## config.mk

```make
export PLATFORM = sky130hd
export DESIGN_NAME = elevator_ctrl_n
export DESIGN_NICKNAME = d
export VERILOG_FILES = /design/src/rtl/elevator_ctrl_n.sv
export SDC_FILE = /design/constraint.sdc
export NUM_CORES = 1
export LEC_CHECK = 0
export CAP_MARGIN = 20
export CELL_PAD_IN_SITES_DETAIL_PLACEMENT = 0
export CELL_PAD_IN_SITES_GLOBAL_PLACEMENT = 1
export CORE_MARGIN = 3
export CORE_UTILIZATION = 40
export DETAILED_ROUTE_END_ITERATION = 12
export HOLD_SLACK_MARGIN = 0.1
export PLACE_DENSITY = 0.71
export SLEW_MARGIN = 15
export SYNTH_ARGS = -nofsm -noshare
export SYNTH_HDL_FRONTEND = slang
export SYNTH_SLANG_ARGS = --single-unit
```

## constraint.sdc

```tcl
create_clock -name clk -period 3.5 [get_ports clk]
set_clock_uncertainty 0.2 [all_clocks]
set_input_delay 1.05 -clock clk [delete_from_list [all_inputs] [get_ports clk]]
set_output_delay 1.05 -clock clk [all_outputs]
set_load 0.01 [all_outputs]
```

## src/rtl/elevator_ctrl_n.sv

```systemverilog
// rtl/elevator_ctrl_n.sv - N-floor SCAN elevator car controller with travel/door cycle timers.
// Optional emergency stop input enabled by defining ELEVATOR_ESTOP_EN.
module elevator_ctrl_n #(
  parameter int NUM_FLOORS    = 4,
  parameter int FLOOR_W       = $clog2(NUM_FLOORS),
  parameter int TRAVEL_CYCLES = 150000000,
  parameter int DOOR_CYCLES   = 100000000,
  parameter int TIMER_W       = $clog2(((TRAVEL_CYCLES > DOOR_CYCLES) ? TRAVEL_CYCLES : DOOR_CYCLES) + 1)
) (
  input  logic                  clk,
  input  logic                  rst,
`ifdef ELEVATOR_ESTOP_EN
  input  logic                  estop,
`endif
  input  logic [NUM_FLOORS-1:0] req,
  output logic [FLOOR_W-1:0]    floor,
  output logic [1:0]            dir,
  output logic                  busy,
  output logic                  door_open,
  output logic [NUM_FLOORS-1:0] pending
);

  typedef enum logic [1:0] {S_IDLE, S_MOVE, S_DOOR} state_t;

  localparam logic [NUM_FLOORS-1:0] FLOOR_ONE = {{(NUM_FLOORS-1){1'b0}}, 1'b1};

  state_t                  state_q, state_d;
  logic [FLOOR_W-1:0]      floor_q, floor_d, next_floor;
  logic [TIMER_W-1:0]      timer_q, timer_d;
  logic                    up_q, up_d;
  logic [NUM_FLOORS-1:0]   pend_q, pend_d, clear_mask;
  logic [NUM_FLOORS-1:0]   eff, here_mask, next_mask;
  logic                    above, below, ahead, behind;
  logic                    travel_done, door_done, halt;

`ifdef ELEVATOR_ESTOP_EN
  assign halt = estop;
`else
  assign halt = 1'b0;
`endif

  assign eff         = pend_q | req;
  assign next_floor  = up_q ? (floor_q + FLOOR_W'(1)) : (floor_q - FLOOR_W'(1));
  assign here_mask   = FLOOR_ONE << floor_q;
  assign next_mask   = FLOOR_ONE << next_floor;
  assign travel_done = (timer_q == TIMER_W'(TRAVEL_CYCLES - 1));
  assign door_done   = (timer_q == TIMER_W'(DOOR_CYCLES - 1));

  always_comb begin
    above = 1'b0;
    below = 1'b0;
    for (int i = 0; i < NUM_FLOORS; i++) begin
      if (eff[i] && (i > int'(floor_q))) above = 1'b1;
      if (eff[i] && (i < int'(floor_q))) below = 1'b1;
    end
  end

  // Direction-relative view of the request set, judged against the last travel direction.
  assign ahead  = up_q ? above : below;
  assign behind = up_q ? below : above;

  always_ff @(posedge clk) begin
    if (!rst) begin
      state_q <= S_IDLE;
      floor_q <= '0;
      timer_q <= '0;
      up_q    <= 1'b1;
      pend_q  <= '0;
    end else begin
      state_q <= state_d;
      floor_q <= floor_d;
      timer_q <= timer_d;
      up_q    <= up_d;
      pend_q  <= pend_d;
    end
  end

  always_comb begin
    state_d    = state_q;
    floor_d    = floor_q;
    timer_d    = timer_q;
    up_d       = up_q;
    clear_mask = '0;
    if (!halt) begin
      case (state_q)
        S_IDLE: begin
          if (|(eff & here_mask)) begin
            state_d    = S_DOOR;
            timer_d    = '0;
            clear_mask = here_mask;
          end else if (above && (up_q || !below)) begin
            state_d = S_MOVE;
            up_d    = 1'b1;
            timer_d = '0;
          end else if (below) begin
            state_d = S_MOVE;
            up_d    = 1'b0;
            timer_d = '0;
          end
        end
        S_MOVE: begin
          if (travel_done) begin
            floor_d = next_floor;
            timer_d = '0;
            if (|(eff & next_mask)) begin
              state_d    = S_DOOR;
              clear_mask = next_mask;
            end
          end else begin
            timer_d = timer_q + TIMER_W'(1);
          end
        end
        S_DOOR: begin
          // A fresh call for this floor keeps the door open instead of queueing it.
          if (|(eff & here_mask)) begin
            timer_d    = '0;
            clear_mask = here_mask;
          end else if (door_done) begin
            timer_d = '0;
            if (ahead) begin
              state_d = S_MOVE;
            end else if (behind) begin
              state_d = S_MOVE;
              up_d    = !up_q;
            end else begin
              state_d = S_IDLE;
            end
          end else begin
            timer_d = timer_q + TIMER_W'(1);
          end
        end
        default: state_d = S_IDLE;
      endcase
    end
    pend_d = eff & ~clear_mask;
  end

  always_comb begin
    floor     = floor_q;
    pending   = pend_q;
    busy      = (state_q != S_IDLE) || halt;
    door_open = (state_q == S_DOOR);
    if (state_q == S_IDLE) dir = 2'b00;
    else                   dir = up_q ? 2'b01 : 2'b10;
  end

endmodule
```

==> flow_results.xml <==
<?xml version="1.0" encoding="UTF-8"?>
<metrics>
  <group name="clock_tree">
    <metric name="numClockSinks" unit="">37</metric>
    <metric name="clock-root-buffer" unit="">sky130_fd_sc_hd__clkbuf_8</metric>
    <metric name="cts_repair_resize_count" unit="">0</metric>
    <metric name="clock_tree.htree_level_count" unit="">2</metric>
    <metric name="ctsLongestPathBuffers" unit="">2</metric>
    <metric name="tritoncts_clock_tree" unit="">built</metric>
    <metric name="clk_latency" unit="ns">0.29</metric>
    <metric name="number_of_cts_inserted_buffers" unit="">5</metric>
    <metric name="clk_pin_slew" unit="ns">0.08</metric>
    <metric name="cts_hold_repair.buffers" unit="">0</metric>
    <metric name="post_cts.repair.setup_buffers" unit="">0</metric>
  </group>
  <group name="die">
    <metric name="chipWidth" unit="um">84.8</metric>
    <metric name="die_area" unit="sq um">7200</metric>
    <metric name="row_count" unit="">28</metric>
    <metric name="io_pins" unit="">16</metric>
    <metric name="core_region_area" unit="sq um">5960</metric>
    <metric name="floorplan.initialDensity" unit="%">41.7</metric>
    <metric name="die_h" unit="um">84.8</metric>
  </group>
  <group name="worst_setup_path">
    <metric name="worstReg2RegStart" unit="">floor[0]</metric>
    <metric name="cp_max_fo" unit="">8</metric>
    <metric name="worstReg2RegEnd" unit="">timer_q[10]</metric>
    <metric name="setup.worst_path.end" unit="">timer_q[10]</metric>
    <metric name="worstSetupPathType" unit="">primary input to flop</metric>
    <metric name="rr_worst_depth" unit="">9</metric>
    <metric name="worst-r2r-setup-slack" unit="ns">0.50</metric>
    <metric name="worst_setup_end_kind" unit="">flop</metric>
    <metric name="arr_time_crit_path" unit="ns">3.28</metric>
    <metric name="worst_ep_required_time" unit="ns">3.53</metric>
    <metric name="critPathLaunchType" unit="">primary input</metric>
    <metric name="worstSetupStartpoint" unit="">req[0]</metric>
  </group>
  <group name="synthesis">
    <metric name="synthesis_warning_total" unit="">0</metric>
    <metric name="async_reset_ff_share" unit="%">0</metric>
    <metric name="ys_seq_area_share" unit="%">29.8</metric>
    <metric name="synthesis.area_per_instance" unit="sq um">7.89</metric>
    <metric name="syn-num-nets" unit="">332</metric>
    <metric name="flip_flop_and_latch_count_after_synthesis" unit="">37</metric>
    <metric name="synth.most_common_cell" unit="">sky130_fd_sc_hd__nand3_1</metric>
    <metric name="syn-cell-area" unit="sq um">2490</metric>
    <metric name="synth.area.top_cells" unit="">sky130_fd_sc_hd__dfxtp_1 (30%), sky130_fd_sc_hd__nand3_1 (7.9%), sky130_fd_sc_hd__ha_1 (5.5%), sky130_fd_sc_hd__nand2_1 (5.0%), sky130_fd_sc_hd__nand4_1 (3.5%)</metric>
    <metric name="ys_types" unit="">61</metric>
    <metric name="synthDominantCellAreaShare" unit="%">29.8</metric>
    <metric name="number_of_synthesized_flops_with_an_enable_pin" unit="">0</metric>
    <metric name="synth_flop_cell" unit="">sky130_fd_sc_hd__dfxtp_1</metric>
    <metric name="syn-instance-count" unit="">315</metric>
    <metric name="synthTopCellsByCount" unit="">sky130_fd_sc_hd__nand3_1 (39), sky130_fd_sc_hd__dfxtp_1 (37), sky130_fd_sc_hd__nand2_1 (33)</metric>
    <metric name="synthDominantAreaCellType" unit="">sky130_fd_sc_hd__dfxtp_1</metric>
  </group>
  <group name="sta">
    <metric name="maxSlewViolCount" unit="">0</metric>
    <metric name="hold_viol" unit="">0</metric>
    <metric name="timing.final.setup_violations" unit="">0</metric>
    <metric name="highest_clock_rate" unit="MHz">308</metric>
    <metric name="min_period" unit="ns">3.24</metric>
    <metric name="layout_worst_path_cycle_share" unit="%">92.7</metric>
    <metric name="rsz_0062_raised_after_global_routing" unit="">false</metric>
    <metric name="slew-limit-headroom" unit="%">70.0</metric>
    <metric name="fin_hold_ws" unit="ns">0.301</metric>
    <metric name="transition_at_the_pin_with_the_smallest_max_transition_slack" unit="ns">0.449</metric>
  </group>
  <group name="cells_and_area">
    <metric name="layout-drive-gt1-share" unit="%">10.7</metric>
    <metric name="fin_nets" unit="">352</metric>
    <metric name="stdcell_area" unit="sq um">2900</metric>
    <metric name="finish.utilization" unit="%">48.7</metric>
    <metric name="flow.area_growth_from_synthesis" unit="%">16.6</metric>
    <metric name="antenna_cells_inserted" unit="">0</metric>
  </group>
  <group name="place">
    <metric name="post-dp-hpwl" unit="um">4900</metric>
    <metric name="placement.cell_area" unit="sq um">2780</metric>
    <metric name="io_buffer_count" unit="">15</metric>
    <metric name="place.gp.congestion" unit="">0.877</metric>
  </group>
  <group name="pwr">
    <metric name="vdd.ir_drop.worst" unit="mV">0.237</metric>
    <metric name="totalPowerFinal" unit="uW">1210</metric>
    <metric name="leakagePower" unit="uW">0.000936</metric>
    <metric name="comb_power_share" unit="%">30.4</metric>
    <metric name="switching_share" unit="%">31.0</metric>
    <metric name="share_clk_of_total_power" unit="%">31.9</metric>
    <metric name="power.internal" unit="uW">832</metric>
    <metric name="seqPwrFrac" unit="%">37.6</metric>
    <metric name="power_density" unit="nW/um^2">416</metric>
    <metric name="switchingPower" unit="uW">374</metric>
  </group>
  <group name="drt">
    <metric name="route.vias.total" unit="">2441</metric>
    <metric name="antenna_left" unit="">0</metric>
    <metric name="routed_wirelength" unit="um">6770</metric>
    <metric name="remaining_drc_errors" unit="">0</metric>
    <metric name="routed_wire_length_per_instance" unit="um">16.5</metric>
    <metric name="route.detailed.vias_per_inst" unit="">5.94</metric>
    <metric name="drt-pass1-iter-count" unit="">4</metric>
    <metric name="drt-initial-drc-count" unit="">111</metric>
  </group>
  <group name="global_routing">
    <metric name="grt_max_degree" unit="">31</metric>
    <metric name="gr-total-overflow" unit="">0</metric>
    <metric name="grt_pass1_vias" unit="">2336</metric>
    <metric name="overall_routing_resource_usage" unit="%">19.9</metric>
    <metric name="number_of_antenna_violations_at_the_first_check_in_global_routing" unit="">0</metric>
    <metric name="grt_pass1_wl" unit="um">11700</metric>
  </group>
  <group name="outcome">
    <metric name="status" unit="">finished, final reports clean</metric>
  </group>
  <group name="hold_path">
    <metric name="min-delay-path-class" unit="">flop to flop</metric>
  </group>
  <group name="flow_run">
    <metric name="max_cap_viol_count" unit="">0</metric>
  </group>
</metrics>
## cell families (layout without fill, tap and decap cells)
family                   Yosys count  in the layout  synth area share [%]
AND/OR/NAND/NOR                  164            164                  36.6
XOR/XNOR                           3              3                  1.06
AO/OA/AOI/OAI                     70             70                  20.4
flip-flops                        37             37                  29.8
buffers and inverters             26             47                  4.48
adder cells (fa/ha/maj)           11             11                  5.54
multiplexers                       4              4                  2.16
## worst min path at each step
stage | startpoint | to | slack [ns] | cells after the start
6_report | timer_q[1] | timer_q[1] | 0.30 | 2
3_3_place_gp | timer_q[1] | timer_q[1] | 0.28 | 2
3_5_place_dp | timer_q[1] | timer_q[1] | 0.29 | 2
5_1_grt | timer_q[1] | timer_q[1] | 0.34 | 2
4_1_cts | timer_q[1] | timer_q[1] | 0.30 | 2
2_1_floorplan | timer_q[1] | timer_q[1] | 0.26 | 2
## area by class of cell
type	count	area (sq um)
Tap cell	75	93.8
Multi-Input combinational cell	252	1630
Fill cell	611	3060
Timing Repair Buffer	31	283
Clock buffer	7	86.3
Inverter	8	30.0
Sequential cell	37	741
Clock inverter	1	30.0
## registers in the layout, summed over array words and instances, names as in the netlist
| register | flops |
|---|---|
| floor | 2 |
| pending | 4 |
| state_q | 2 |
| timer_q | 28 |
| up_q | 1 |
## critical path: stages
cell	delay, ns
sky130_fd_sc_hd__clkdlybuf4s50_1	0.49
sky130_fd_sc_hd__o21ai_0	0.13
sky130_fd_sc_hd__and4_1	0.29
sky130_fd_sc_hd__a41oi_1	0.39
sky130_fd_sc_hd__o211ai_4	0.18
sky130_fd_sc_hd__buf_4	0.21
sky130_fd_sc_hd__or4_1	0.46
sky130_fd_sc_hd__nand3_1	0.07
## power by group through the flow
stage          Clock (uW)  Sequential [uW]  Combinational [uW]
2_1_floorplan           0              462                 213
3_3_place_gp            0              462                 368
3_5_place_dp            0              463                 365
4_1_cts               400              453                 368
5_1_grt               416              456                 400
6_report              385              454                 367
## stage by stage
step,setup slack [ns],setup TNS [ns],instances
3_3_place_gp,0.0312,0,403
3_5_place_dp,-0.0248,-0.0830,403
5_1_grt,0.162,0,411
4_1_cts,0.269,0,411
6_report,0.256,0,411
2_1_floorplan,0.587,0,315
## metal layers
metal / track usage, % / vias to the layer above / part of all wire, %
met4: 5.04 / 0 / 0.95
met2: 29.8 / 41 / 43
met3: 3.30 / 6 / 3.5
li1: - / 1246 / -
met5: 0 / - / 0
met1: 29.8 / 1148 / 52
## cell usage in the layout (no fill, tap or decap), types with 3 or more instances in the layout
cell / n
sky130_fd_sc_hd__nand3_1: 39
sky130_fd_sc_hd__ha_1: 11
sky130_fd_sc_hd__dfxtp_1: 37
sky130_fd_sc_hd__o21ai_0: 14
sky130_fd_sc_hd__o211ai_1: 7
sky130_fd_sc_hd__nor3_1: 6
sky130_fd_sc_hd__or3_1: 13
sky130_fd_sc_hd__a211oi_1: 3
sky130_fd_sc_hd__a21oi_1: 8
sky130_fd_sc_hd__o31ai_1: 4
sky130_fd_sc_hd__or2_2: 4
sky130_fd_sc_hd__nor2_1: 14
sky130_fd_sc_hd__a31oi_1: 12
sky130_fd_sc_hd__nand4b_1: 4
sky130_fd_sc_hd__buf_4: 15
sky130_fd_sc_hd__clkbuf_8: 6
sky130_fd_sc_hd__nor4_1: 5
sky130_fd_sc_hd__inv_1: 8
sky130_fd_sc_hd__nand2_1: 33
sky130_fd_sc_hd__or4_1: 8
sky130_fd_sc_hd__and4_1: 3
sky130_fd_sc_hd__and3_1: 3
sky130_fd_sc_hd__nor2b_1: 4
sky130_fd_sc_hd__nand4_1: 14
sky130_fd_sc_hd__clkdlybuf4s50_1: 15
No activity file was read; power rests on OpenSTA's default activity.
